`src/rtl/serial_link_pkg.sv`:
```
// Shared definitions for the single-wire parity-framed serial link.
// Imported by both the receiver and the matching transmitter.
package serial_link_pkg;

    typedef enum logic [1:0] {
        IDLE,
        DATA,
        PARITY,
        STOP
    } link_state_e;

    localparam logic LINE_IDLE  = 1'b1;
    localparam logic START_BIT  = 1'b0;
    localparam logic STOP_BIT   = 1'b1;
    localparam int   MAX_DATA_W = 16;

    // Parity bit a transmitter sends for 'word' (unused upper bits must be zero).
    function automatic logic calc_parity(input logic [MAX_DATA_W-1:0] word, input logic odd);
        return (^word) ^ odd;
    endfunction

endpackage

```
`src/rtl/serial_rx_hold.sv`:
```
// One-entry valid/ready holding register between the receiver and its consumer.
// A word arriving while the entry is full and not being drained is dropped.
module serial_rx_hold #(
    parameter int DATA_W = 8
) (
    input  logic              clk,
    input  logic              rst_n,
    input  logic              load_i,
    input  logic [DATA_W-1:0] data_i,
    input  logic              perr_i,
    input  logic              ready_i,
    output logic [DATA_W-1:0] data_o,
    output logic              valid_o,
    output logic              perr_o,
    output logic              overrun_o
);

    logic [DATA_W-1:0] data_q;
    logic              valid_q;
    logic              perr_q;
    logic              overrun_q;
    logic              can_load;

    // A simultaneous handshake frees the entry in the same cycle.
    assign can_load = !valid_q || ready_i;

    always_ff @(posedge clk or negedge rst_n) begin
        if (!rst_n) begin
            // NOTE: the data register is reset too, because rx_data is visible at reset.
            data_q    <= '0;
            valid_q   <= 1'b0;
            perr_q    <= 1'b0;
            overrun_q <= 1'b0;
        end else begin
            // NOTE: non-blocking assignments keep every register sampling pre-edge values.
            overrun_q <= load_i && !can_load;
            if (load_i && can_load) begin
                data_q  <= data_i;
                perr_q  <= perr_i;
                valid_q <= 1'b1;
            end else if (valid_q && ready_i) begin
                valid_q <= 1'b0;
            end
        end
    end

    assign data_o    = data_q;
    assign valid_o   = valid_q;
    assign perr_o    = perr_q;
    assign overrun_o = overrun_q;

endmodule

```
`src/rtl/serial_parity_rx.sv`:
```
// Receiver for the parity-framed serial link: start, DATA_W data bits (LSB first),
// parity, stop. Completed words are handed to a one-entry holding register.
module serial_parity_rx
    import serial_link_pkg::*;
#(
    parameter int DATA_W     = 8,
    parameter int PARITY_ODD = 0
) (
    input  logic              clk,
    input  logic              rst_n,
    input  logic              bit_en,
    input  logic              din,
    output logic [DATA_W-1:0] rx_data,
    output logic              rx_valid,
    input  logic              rx_ready,
    output logic              parity_err,
    output logic              frame_err,
    output logic              overrun,
    output logic              busy
);

    localparam int               CNT_W    = (DATA_W > 1) ? $clog2(DATA_W) : 1;
    localparam logic [CNT_W-1:0] CNT_LAST = CNT_W'(DATA_W - 1);
    localparam logic             ODD_BIT  = (PARITY_ODD != 0);

    link_state_e       state_q;
    logic [CNT_W-1:0]  cnt_q;
    logic [DATA_W-1:0] shift_q;
    logic              acc_q;
    logic              perr_q;
    logic              frame_err_q;
    logic              deliver;

    // Delivery is decoded from the stop-bit sample so the holding register loads on that edge.
    assign deliver = bit_en && (state_q == STOP) && (din == STOP_BIT);

    always_ff @(posedge clk or negedge rst_n) begin
        if (!rst_n) begin
            state_q     <= IDLE;
            cnt_q       <= '0;
            shift_q     <= '0;
            acc_q       <= 1'b0;
            perr_q      <= 1'b0;
            frame_err_q <= 1'b0;
        end else begin
            frame_err_q <= 1'b0;
            if (bit_en) begin
                case (state_q)
                    IDLE: begin
                        if (din == START_BIT) begin
                            state_q <= DATA;
                            cnt_q   <= '0;
                            acc_q   <= 1'b0;
                        end
                    end
                    DATA: begin
                        shift_q[cnt_q] <= din;
                        acc_q          <= acc_q ^ din;
                        if (cnt_q == CNT_LAST) begin
                            state_q <= PARITY;
                        end else begin
                            cnt_q <= cnt_q + 1'b1;
                        end
                    end
                    PARITY: begin
                        perr_q  <= acc_q ^ din ^ ODD_BIT;
                        state_q <= STOP;
                    end
                    STOP: begin
                        // A low stop bit drops the word; no break detection follows.
                        frame_err_q <= (din != STOP_BIT);
                        state_q     <= IDLE;
                    end
                    default: state_q <= IDLE;
                endcase
            end
        end
    end

    assign frame_err = frame_err_q;
    assign busy      = (state_q != IDLE);

    serial_rx_hold #(
        .DATA_W(DATA_W)
    ) u_hold (
        .clk      (clk),
        .rst_n    (rst_n),
        .load_i   (deliver),
        .data_i   (shift_q),
        .perr_i   (perr_q),
        .ready_i  (rx_ready),
        .data_o   (rx_data),
        .valid_o  (rx_valid),
        .perr_o   (parity_err),
        .overrun_o(overrun)
    );

endmodule

```
`config.mk`:
```
export PLATFORM = sky130hd
export DESIGN_NAME = serial_parity_rx
export DESIGN_NICKNAME = d
export VERILOG_FILES = /design/src/rtl/serial_link_pkg.sv /design/src/rtl/serial_rx_hold.sv /design/src/rtl/serial_parity_rx.sv
export SDC_FILE = /design/constraint.sdc
export NUM_CORES = 1
export LEC_CHECK = 0
export CORE_MARGIN = 2
export CORE_UTILIZATION = 45
export CTS_CLUSTER_SIZE = 8
export DETAILED_ROUTE_END_ITERATION = 7
export PLACE_DENSITY = 0.75
export SYNTH_ARGS = -nofsm -noshare
export SYNTH_HDL_FRONTEND = slang
export SYNTH_HIERARCHICAL = 1
export SYNTH_SLANG_ARGS = --single-unit
```
`constraint.sdc`:
```
create_clock -name clk -period 2.7 [get_ports clk]
set_input_delay 0.54 -clock clk [delete_from_list [all_inputs] [get_ports clk]]
set_output_delay 0.54 -clock clk [all_outputs]
set_load 0.02 [all_outputs]
```
==> impl_metrics.json <==
{
  "status": "completed",
  "fin_crit_sh": 0.896,
  "setup_viol": 0,
  "cp_max_fo": 5,
  "synth_area_leaders": "dfrtp_1 (53%), mux2_2 (16%), ha_1 (5.9%)",
  "io-pin-count": 18,
  "syn_avg_cell_area_sq_um": 12.7,
  "yosysTopAreaCellShare": 0.530,
  "final_area_sq_um": 1500,
  "cts_setup_buffers": 0,
  "leakage_nw": 0.692,
  "slew_viol_final": 0,
  "grtUsageTotal": 0.140,
  "synth.mux.area_fraction": 0.194,
  "clock_latency_ns": 0.32,
  "die_area_sq_um": 3270,
  "crit_path_frequent_cell": "inv_1",
  "first_iter_violations": 4,
  "routed-via-count": 787,
  "cts_tree": "built",
  "cts_made_buffers": 3,
  "rows": 19,
  "r2r_cells": 5,
  "cap_violations": 0,
  "synth_compound_area_frac": 0.0639,
  "drive_gt1_frac": 0.252,
  "synth-seq-cells": 27,
  "dp_hpwl_um": 1550,
  "ys_warn_count": 6,
  "tns_ns": 0,
  "min_path_type": "flip-flop to flip-flop",
  "htreeDepth": 1,
  "slew_headroom": 0.628,
  "vias_per_cell": 5.25,
  "port_buffers": 17,
  "holdBufCountCts": 0,
  "path_delay_family": "buffers and inverters",
  "use_met3": 0.0204,
  "routedWlPerCell_um": 13.6,
  "startpoint": "state_q[0]",
  "post-place-ws_ns": 0.472,
  "critPathCaptureType": "output port",
  "reg2reg_slack_ns": 0.88,
  "setup_ws_ns": 0.279,
  "grt_pass1_wl_um": 3570,
  "crit_buf_inv": 3,
  "netlist_instances": 100,
  "die_x_um": 57.2,
  "grt_util_met2": 0.232,
  "tightest_slew_ns": 0.557,
  "cp.required_ns": 2.16,
  "area_growth_syn_to_layout_pct": 17.6,
  "wl_um": 2040,
  "async_flop_share": 1.00,
  "clockBufferDepth": 2,
  "drc_errors": 0,
  "synth-adder-area-share": 0.0589,
  "cellPowerDensity_nw_per_um2": 993,
  "crit_slowest_cell": "clkdlybuf4s50_1",
  "skew_ns": 0.00387,
  "cp.depth": 4,
  "initial_core_util": 0.466,
  "place.gp.congestion": 0.705,
  "synth-edff-count": 0,
  "yosysMostFrequentCell": "dfrtp_1",
  "dpl-instance-area_sq_um": 1470,
  "cts_resized": 0,
  "grt_busiest_layer": "met2",
  "crit_chain": "inv_1 -> ha_1 -> inv_1 -> clkdlybuf4s50_1",
  "synth_xor_area_frac": 0.00688,
  "cpPeakStageDelay_ns": 0.55,
  "grt_max_degree": 28,
  "cts.sink_count": 27,
  "critPathCapture": "busy",
  "synth_top_family_by_area": "multiplexers",
  "synth_commonest_cells": "dfrtp_1 (27), mux2_2 (18), nor2_1 (10)",
  "timing.fmax_mhz": 413,
  "grt_use_met1": 0.183,
  "r2r-end": "shift_q[0]",
  "vdd_drop_max_mv": 0.488,
  "reg2reg_from": "state_q[1]",
  "syn_nets": 111,
  "netlist_area_sq_um": 1270,
  "clk_pin_slew_ns": 0.14,
  "fin_crit_ns": 2.42,
  "final_hold_viol_count": 0,
  "first_global_vias": 798,
  "antenna_found_initial": 0,
  "layout.nets": 131,
  "core_area_sq_um": 2730,
  "grt_overflow": 0,
  "arrival_ns": 1.88,
  "root_buffer": "clkbuf_4",
  "post-synth-top-area-cell": "dfrtp_1",
  "cp-start-kind": "flip-flop",
  "synth-simple-area-share": 0.107,
  "ys.flop_type": "dfrtp_1",
  "first_pass_iters": 3,
  "diodes": 0,
  "die_y_um": 57.2,
  "rsz0062_at_grt": "no",
  "seq_area_frac_synth": 0.530,
  "fill_cells": 239,
  "criticalPathCategory": "flip-flop to output port",
  "ys_types": 27,
  "total_power_mw": 1.49,
  "ant_nets": 0
}
-- logic make-up after synthesis --
logic type | Yosys count
AO/OA/AOI/OAI | 8
XOR/XNOR | 1
adder cells (fa/ha/maj) | 6
buffers and inverters | 10
flip-flops | 27
multiplexers | 22
AND/OR/NAND/NOR | 26
-- area by class of cell --
type | count | area (sq um) | share of cell area
tap | 31 | 38.8 | 0.0259
clock inverter | 1 | 7.51 | 0.00501
multi-input combinational | 63 | 549 | 0.367
timing repair buffer | 18 | 178 | 0.119
sequential | 27 | 676 | 0.451
inverter | 7 | 26.3 | 0.0175
clock buffer | 3 | 22.5 | 0.0150
-- worst register-to-register path: cells and delay by family (launching register included) --
kind / cells / cell delay (ns)
multiplexers: 1 / 0.35
buffers and inverters: 1 / 0.10
adder cells (fa/ha/maj): 1 / 0.41
AND/OR/NAND/NOR: 2 / 0.44
flip-flops: 1 / 0.44
-- worst min-delay path by stage --
stage / depth (start not counted) / start / slack (ns) / end
after floorplan: 0 / rst_n / 0.24 / acc_q
after global placement: 1 / u_hold/data_o[6] / 0.49 / u_hold/data_o[6]
after detailed placement: 1 / u_hold/data_o[0] / 0.49 / u_hold/data_o[0]
after CTS: 1 / u_hold/data_o[0] / 0.53 / u_hold/data_o[0]
after global routing: 1 / u_hold/data_o[6] / 0.55 / u_hold/data_o[6]
final: 1 / u_hold/data_o[0] / 0.52 / u_hold/data_o[0]
-- sequential cells by signal, indices dropped and copies added (netlist names) --
signal	cells
cnt_q	3
u_hold/overrun_o	1
u_hold/perr_o	1
acc_q	1
shift_q	8
state_q	2
perr_q	1
u_hold/valid_o	1
u_hold/data_o	8
frame_err	1
-- per-layer routing --
layer	up-vias	part of all wire
li1	374	-
met1	401	0.45
met2	8	0.51
met3	4	0.014
met4	0	0.021
met5	-	0
-- metrics by stage --
stage               cells  hold slack [ns]   util
finish                150            0.521  0.548
global route          150            0.547  0.548
CTS                   150            0.527  0.548
detailed placement    146            0.494  0.537
global placement      146            0.489  0.537
floorplan             100            0.244      -
-- power by group --
| group | switching, mW | internal [mW] |
|---|---|---|
| clock | 0.120 | 0.0566 |
| combinational | 0.315 | 0.337 |
| sequential | 0.102 | 0.556 |
-- cell usage in the layout (no fill, tap or decap), types with 2 or more instances in the layout --
cell type	instances
a21oi_1	2
clkbuf_4	3
clkdlybuf4s50_1	17
dfrtp_1	27
ha_1	6
inv_1	7
mux2_2	18
mux2i_1	3
nand2_1	6
nand2b_1	2
nor2_1	10
nor3_1	2
(Power assumes the default switching activity.)
